--- config.mk ---
export PLATFORM = sky130hd
export DESIGN_NAME = mem_stage
export DESIGN_NICKNAME = d
export VERILOG_FILES = /design/src/rtl/mem_stage_pkg.sv /design/src/rtl/mem_access_ctrl.sv /design/src/rtl/mem_stage.sv
export SDC_FILE = /design/constraint.sdc
export NUM_CORES = 1
export LEC_CHECK = 0
export ABC_CLOCK_PERIOD_IN_PS = 1400
export BUFFER_PORTS_ARGS = -buffer_cell sky130_fd_sc_hd__buf_2
export CORE_AREA = 5 5 122 124
export CTS_BUF_LIST = sky130_fd_sc_hd__clkbuf_4 sky130_fd_sc_hd__clkbuf_8 sky130_fd_sc_hd__clkbuf_16
export DETAILED_ROUTE_END_ITERATION = 8
export DIE_AREA = 0 0 127 129
export PLACE_DENSITY_LB_ADDON = 0.2
export SKIP_CTS_REPAIR_TIMING = 1
export SYNTH_ARGS = -nofsm -noshare
export SYNTH_HDL_FRONTEND = slang
export SYNTH_SLANG_ARGS = --single-unit
--- constraint.sdc ---
create_clock -name clk -period 1.4 [get_ports clk]
set_input_delay 0.28 -clock clk [delete_from_list [all_inputs] [get_ports clk]]
set_output_delay 0.28 -clock clk [all_outputs]
set_load 0.005 [all_outputs]
--- src/rtl/mem_stage_pkg.sv ---
`default_nettype none
// ============================================================================
// Package  : mem_stage_pkg
// Purpose  : EX_MEM bundle field offsets and MemToReg encodings, shared with EX.
// Revision : 1.0
// ============================================================================
package mem_stage_pkg;

    localparam int EX_MEM_W  = 139;
    localparam int WDATA_LSB = 0;
    localparam int ALUS_LSB  = 32;
    localparam int WREG_LSB  = 64;
    localparam int MEMRD     = 69;
    localparam int MEMWR     = 70;
    localparam int REGWR     = 71;
    localparam int M2R_LSB   = 72;
    localparam int PC4_LSB   = 74;
    localparam int LUD_LSB   = 106;
    localparam int LUOP      = 138;

    localparam logic [1:0] M2R_ALU  = 2'b00;
    localparam logic [1:0] M2R_MEM  = 2'b01;
    localparam logic [1:0] M2R_PC4  = 2'b10;
    localparam logic [1:0] M2R_ZERO = 2'b11;

    // Write-back source select; the forwarding path passes ALU_S as mem_val.
    function automatic logic [31:0] wb_select(
        input logic        luop,
        input logic [31:0] lu_data,
        input logic [1:0]  mem_to_reg,
        input logic [31:0] alu_s,
        input logic [31:0] mem_val,
        input logic [31:0] pc_plus4
    );
        logic [31:0] v;
        v = '0;
        if (luop) begin
            v = lu_data;
        end else begin
            case (mem_to_reg)
                M2R_ALU: v = alu_s;
                M2R_MEM: v = mem_val;
                M2R_PC4: v = pc_plus4;
                default: v = '0;
            endcase
        end
        return v;
    endfunction

endpackage
`default_nettype wire

--- src/rtl/mem_access_ctrl.sv ---
`default_nettype none
// ============================================================================
// Module   : mem_access_ctrl
// Purpose  : req/ack handshake FSM with timeout counter; produces stall and done.
// Revision : 1.0
// ============================================================================
module mem_access_ctrl #(
    parameter int TIMEOUT = 16
) (
    input  logic clk,
    input  logic reset_b,
    input  logic access,
    input  logic mem_ack,
    output logic mem_req,
    output logic stall,
    output logic done,
    output logic timeout
);

    localparam int CNT_W = (TIMEOUT > 1) ? $clog2(TIMEOUT) : 1;

    localparam logic [0:0] S_IDLE = 1'b0;
    localparam logic [0:0] S_BUSY = 1'b1;

    logic [0:0]       r_state;
    logic [0:0]       w_state_nxt;
    logic [CNT_W-1:0] r_count;
    logic [CNT_W-1:0] w_count_nxt;
    logic             w_ack;
    logic             w_expire;

    // An ack only counts while a request is actually being presented.
    assign w_ack    = access & mem_ack;
    assign w_expire = (r_state == S_BUSY) && (r_count == CNT_W'(TIMEOUT - 1));

    always_ff @(posedge clk) begin
        if (!reset_b) begin
            r_state <= S_IDLE;
            r_count <= '0;
        end else begin
            r_state <= w_state_nxt;
            r_count <= w_count_nxt;
        end
    end

    always_comb begin
        w_state_nxt = r_state;
        w_count_nxt = '0;
        case (r_state)
            S_IDLE: begin
                if (access && !w_ack) w_state_nxt = S_BUSY;
            end
            S_BUSY: begin
                if (w_ack || w_expire) w_state_nxt = S_IDLE;
                else                   w_count_nxt = r_count + 1'b1;
            end
            default: w_state_nxt = S_IDLE;
        endcase
    end

    always_comb begin
        mem_req = access;
        done    = w_ack | w_expire;
        stall   = access & ~(w_ack | w_expire);
        timeout = w_expire & ~w_ack;
    end

endmodule
`default_nettype wire

--- src/rtl/mem_stage.sv ---
`default_nettype none
// ============================================================================
// Module   : mem_stage
// Purpose  : MEM pipeline stage: data-memory port, write-back select, MEM_WB register.
// Revision : 1.0
// ============================================================================
module mem_stage
    import mem_stage_pkg::*;
#(
    parameter int TIMEOUT = 16
) (
    input  logic                clk,
    input  logic                reset_b,
    input  logic [EX_MEM_W-1:0] EX_MEM,
    output logic [4:0]          EX_MEM_Rd,
    output logic                EX_MEM_RegWrite,
    output logic [31:0]         EX_MEM_RdData,
    output logic                mem_req,
    output logic                mem_we,
    output logic [31:0]         mem_addr,
    output logic [31:0]         mem_wdata,
    input  logic [31:0]         mem_rdata,
    input  logic                mem_ack,
    output logic                stall,
    output logic                MEM_WB_RegWrite,
    output logic [4:0]          MEM_WB_WriteReg,
    output logic [31:0]         MEM_WB_RegWriteData,
    output logic                bus_err,
    output logic                misalign_err
);

    logic [31:0] w_wdata, w_alu_s, w_pc4, w_lud;
    logic [4:0]  w_wreg;
    logic [1:0]  w_m2r;
    logic        w_memrd, w_memwr, w_regwr, w_luop;
    logic        w_mem_op, w_access, w_misaligned;
    logic        w_done, w_timeout;
    logic [31:0] w_mem_val, w_wb_data;

    logic        r_wb_regwrite;
    logic [4:0]  r_wb_writereg;
    logic [31:0] r_wb_data;
    logic        r_bus_err;
    logic        r_misalign_err;

    assign w_wdata = EX_MEM[WDATA_LSB +: 32];
    assign w_alu_s = EX_MEM[ALUS_LSB  +: 32];
    assign w_wreg  = EX_MEM[WREG_LSB  +: 5];
    assign w_memrd = EX_MEM[MEMRD];
    assign w_memwr = EX_MEM[MEMWR];
    assign w_regwr = EX_MEM[REGWR];
    assign w_m2r   = EX_MEM[M2R_LSB   +: 2];
    assign w_pc4   = EX_MEM[PC4_LSB   +: 32];
    assign w_lud   = EX_MEM[LUD_LSB   +: 32];
    assign w_luop  = EX_MEM[LUOP];

    assign w_mem_op     = w_memrd | w_memwr;
    assign w_access     = w_mem_op & (w_alu_s[1:0] == 2'b00);
    assign w_misaligned = w_mem_op & (w_alu_s[1:0] != 2'b00);

    mem_access_ctrl #(
        .TIMEOUT (TIMEOUT)
    ) u_ctrl (
        .clk     (clk),
        .reset_b (reset_b),
        .access  (w_access),
        .mem_ack (mem_ack),
        .mem_req (mem_req),
        .stall   (stall),
        .done    (w_done),
        .timeout (w_timeout)
    );

    // A timed-out access completes with zero read data.
    assign w_mem_val = (w_done && !w_timeout) ? mem_rdata : 32'h0;
    assign w_wb_data = wb_select(w_luop, w_lud, w_m2r, w_alu_s, w_mem_val, w_pc4);

    assign mem_we    = w_memwr;
    assign mem_addr  = w_alu_s;
    assign mem_wdata = w_wdata;

    assign EX_MEM_Rd       = w_wreg;
    assign EX_MEM_RegWrite = w_regwr;
    assign EX_MEM_RdData   = wb_select(w_luop, w_lud, w_m2r, w_alu_s, w_alu_s, w_pc4);

    always_ff @(posedge clk) begin
        if (!reset_b) begin
            r_wb_regwrite  <= 1'b0;
            r_wb_writereg  <= '0;
            r_wb_data      <= '0;
            r_bus_err      <= 1'b0;
            r_misalign_err <= 1'b0;
        end else begin
            if (stall) begin
                r_wb_regwrite <= 1'b0;
                r_wb_writereg <= '0;
                r_wb_data     <= '0;
            end else begin
                r_wb_regwrite <= w_regwr & ~w_misaligned;
                r_wb_writereg <= w_wreg;
                r_wb_data     <= w_wb_data;
            end
            if (w_timeout)    r_bus_err      <= 1'b1;
            if (w_misaligned) r_misalign_err <= 1'b1;
        end
    end

    assign MEM_WB_RegWrite     = r_wb_regwrite;
    assign MEM_WB_WriteReg     = r_wb_writereg;
    assign MEM_WB_RegWriteData = r_wb_data;
    assign bus_err             = r_bus_err;
    assign misalign_err        = r_misalign_err;

endmodule
`default_nettype wire
==> metrics.md <==
| Metric | Value |
|---|---|
| Antenna-violating nets left | `0` |
| Final hold violations | `0` |
| Crit share post-route | `112%` |
| DRT iter0 DRCs | `140` |
| Worst R2R Path Depth | `5` |
| # DRC | `0` |
| Setup violators final | `22` |
| Post-synthesis instance total | `451` |
| IO buf count | `254` |
| Initial antenna violation count | `0` |
| PD cells | `778 nW/um2` |
| CP Launch Point | `u_ctrl.r_count[1]` |
| Netlist Area Pre-Place | `3270 um2` |
| Fin. max-slew vios | `0` |
| Num Clock Sinks | `45` |
| Minimum clock period | `1570 ps` |
| CTS Root Cell | `clkbuf_16` |
| Top-count cell post-synth | `buf_4` |
| R2r startpoint | `u_ctrl.r_count[1]` |
| Die width | `127 um` |
| Vias | `3,913` |
| Post-Syn Nets | `626` |
| Total of fill cells in the finished design | `1,523` |
| Vias in the first global route | `3,829` |
| Placer Congestion | `0.868` |
| Reg clk slew, reported paths | `70 ps` |
| Fmax | `636 MHz` |
| Share of cells above drive strength 1 | `57.4%` |
| Crit path kind | `reg -> out` |
| Peak supply drop | `0.000427 V` |
| Area leader, netlist | `dfxtp_1` |
| Post-synthesis sequential area ratio | `27.6%` |
| Total Routing Usage GR | `15.8%` |
| Synth area leaders | `dfxtp_1 (28%), buf_4 (16%), nand4_1 (6.3%)` |
| Mean area per synthesized cell | `7.24 um2` |
| Crit start category | `flip-flop` |
| Non-Filler Instances | `825` |
| Critical path destination | `stall` |
| Crit Path Max Fanout | `4` |
| Placed Cells | `810` |
| Largest net degree at the start of global routing | `36` |
| Worst setup EP type | `output port` |
| Initial DRT Pass Iterations | `4` |
| Htree depth | `2` |
| Ports | `319` |
| Status | `finished, violations left` |
| Syn-to-layout area delta | `57.0%` |
| Worst-Skew Late Latency | `280 ps` |
| Synthesized flop and latch total | `45` |
| Avg WL per Cell | `18.5 um` |
| Number of enable flip-flop cells after synthesis | `0` |
| Hold/Removal Path Class | `in -> reg` |
| Yosys warnings | `0` |
| Initial core utilization | `23.9%` |
| FF-to-FF End | `MEM_WB_RegWriteData[16]` |
| Post-Place Worst Slack | `-120 ps` |
| Primary FF master, synth | `dfxtp_1` |
| Die ar. | `16,400 um2` |
| # rows | `43` |
| First-pass GRT wire length | `20.7 mm` |
| Clk_skew | `4.75 ps` |
| R2r setup slk | `70 ps` |
| Worst Path Required | `1120 ps` |
| Leakage | `2.42 nW` |
| Max-cap violation count | `0` |
| HPWL Detailed | `11.6 mm` |
| Core area | `13,700 um2` |
| RSZ-0062 raised after global routing | `yes` |
| Slew at the pin closest to its max-slew limit | `443 ps` |
| Vias per std cell | `4.74` |
| Clk buf depth | `2` |
| Inserted Clock Buffers | `5` |
| Nets | `819` |
| CTS tree | `yes` |
| Data arrival time of the worst path | `1290 ps` |
| Grt total ovfl | `0` |
| Post-synth top area share | `27.6%` |
| Netlist cell types | `30` |
| Die height | `129 um` |
| Routed WL | `15.3 mm` |
| Top cells by count, synth | `buf_4 (71), dfxtp_1 (45), a21oi_1 (34)` |
| Async SR Flop Fraction | `0%` |
| Violated checks | `negative setup slack` |
| Worst setup margin | `-173 ps` |
| Slew margin rel. | `70.5%` |
| Inserted Diodes | `0` |
-- sequential cells by signal, summed over array words and instances (netlist names) --
register and flops:
MEM_WB_RegWrite 1, MEM_WB_RegWriteData 32, MEM_WB_WriteReg 5, bus_err 1, misalign_err 1, u_ctrl.r_count 4, u_ctrl.r_state 1
-- area by class of cell --
class | instances | area [um2] | share of cell area, %
Clock inverter | 2 | 37.5 | 0.732
Sequential cell | 45 | 906 | 17.7
Clock buffer | 6 | 139 | 2.71
Multi-Input combinational cell | 290 | 1990 | 38.7
Tap cell | 180 | 225 | 4.39
Inverter | 9 | 33.8 | 0.659
Timing Repair Buffer | 293 | 1800 | 35.1
-- cell usage in the layout (no fill, tap or decap), types with 2 or more instances in the layout --
cell | netlist | final
or2_1 | 2 | 2
a21oi_4 | 0 | 4
buf_4 | 71 | 21
nand4_1 | 33 | 33
dfxtp_1 | 45 | 43
and2_0 | 6 | 6
nor2b_4 | 0 | 20
a31oi_2 | 3 | 5
nand2_1 | 32 | 32
nor3_1 | 5 | 5
a21oi_2 | 0 | 28
nor2b_2 | 0 | 5
a31oi_1 | 30 | 28
buf_8 | 0 | 2
nor2b_1 | 33 | 8
buf_12 | 0 | 8
o21ai_0 | 32 | 32
inv_1 | 9 | 9
buf_6 | 4 | 6
and2_1 | 27 | 26
nor2_1 | 10 | 9
clkbuf_16 | 0 | 9
o21ai_1 | 33 | 33
buf_2 | 8 | 251
a21oi_1 | 34 | 2
-- routing by layer --
| metal | share of wire (%) | track usage [%] |
|---|---|---|
| met4 | 1.8 | 3.91 |
| met2 | 54 | 30.9 |
| met3 | 9.0 | 4.36 |
| met1 | 35 | 16.7 |
| met5 | 0 | 0.294 |
-- metrics by stage --
stage	setup TNS, ps	hold slack [ps]	area (um2)	power [mW]	utilization, %
4_1_cts	-3000	218	4580	3.86	33.5
3_3_place_gp	-3920	436	4410	2.41	32.2
6_report	-626	220	5130	3.99	37.5
2_1_floorplan	0	392	3270	1.96	-
5_1_grt	-2530	226	5130	4.21	37.5
3_5_place_dp	-4710	447	4410	2.42	32.2
-- logic make-up (layout without fill, tap and decap cells) --
family	Yosys count	count (layout)	share of synthesized area, %
flops	45	45	27.6
fa+ha+maj	1	1	0.383
buf+inv	116	310	22.7
compound gates	136	136	23.2
xor+xnor	2	2	0.536
simple gates	151	151	25.6
-- how the worst min path moves through the flow --
stage | slack (ps) | cells after the start | start | end
after floorplan | 390 | 2 | EX_MEM[64] | MEM_WB_WriteReg[0]
after global placement | 440 | 1 | u_ctrl.r_count[0] | u_ctrl.r_count[0]
after detailed placement | 450 | 1 | u_ctrl.r_count[0] | u_ctrl.r_count[0]
after CTS | 220 | 3 | EX_MEM[68] | MEM_WB_WriteReg[4]
after global routing | 230 | 3 | EX_MEM[67] | MEM_WB_WriteReg[3]
final | 220 | 3 | EX_MEM[68] | MEM_WB_WriteReg[4]
-- worst max-delay path, cell delays in order (launching register included) --
cell and delay, ps:
dfxtp_2 360, ha_4 140, nand4_1 90, buf_4 170
and2_4 130, buf_6 110
-- report_power, final --
group	internal (mW)	switching [mW]	total (mW)
clock	0.892	0.533	1.43
combinational	0.604	0.592	1.20
sequential	1.35	0.0183	1.37
Power figures use the tool's default switching activity.
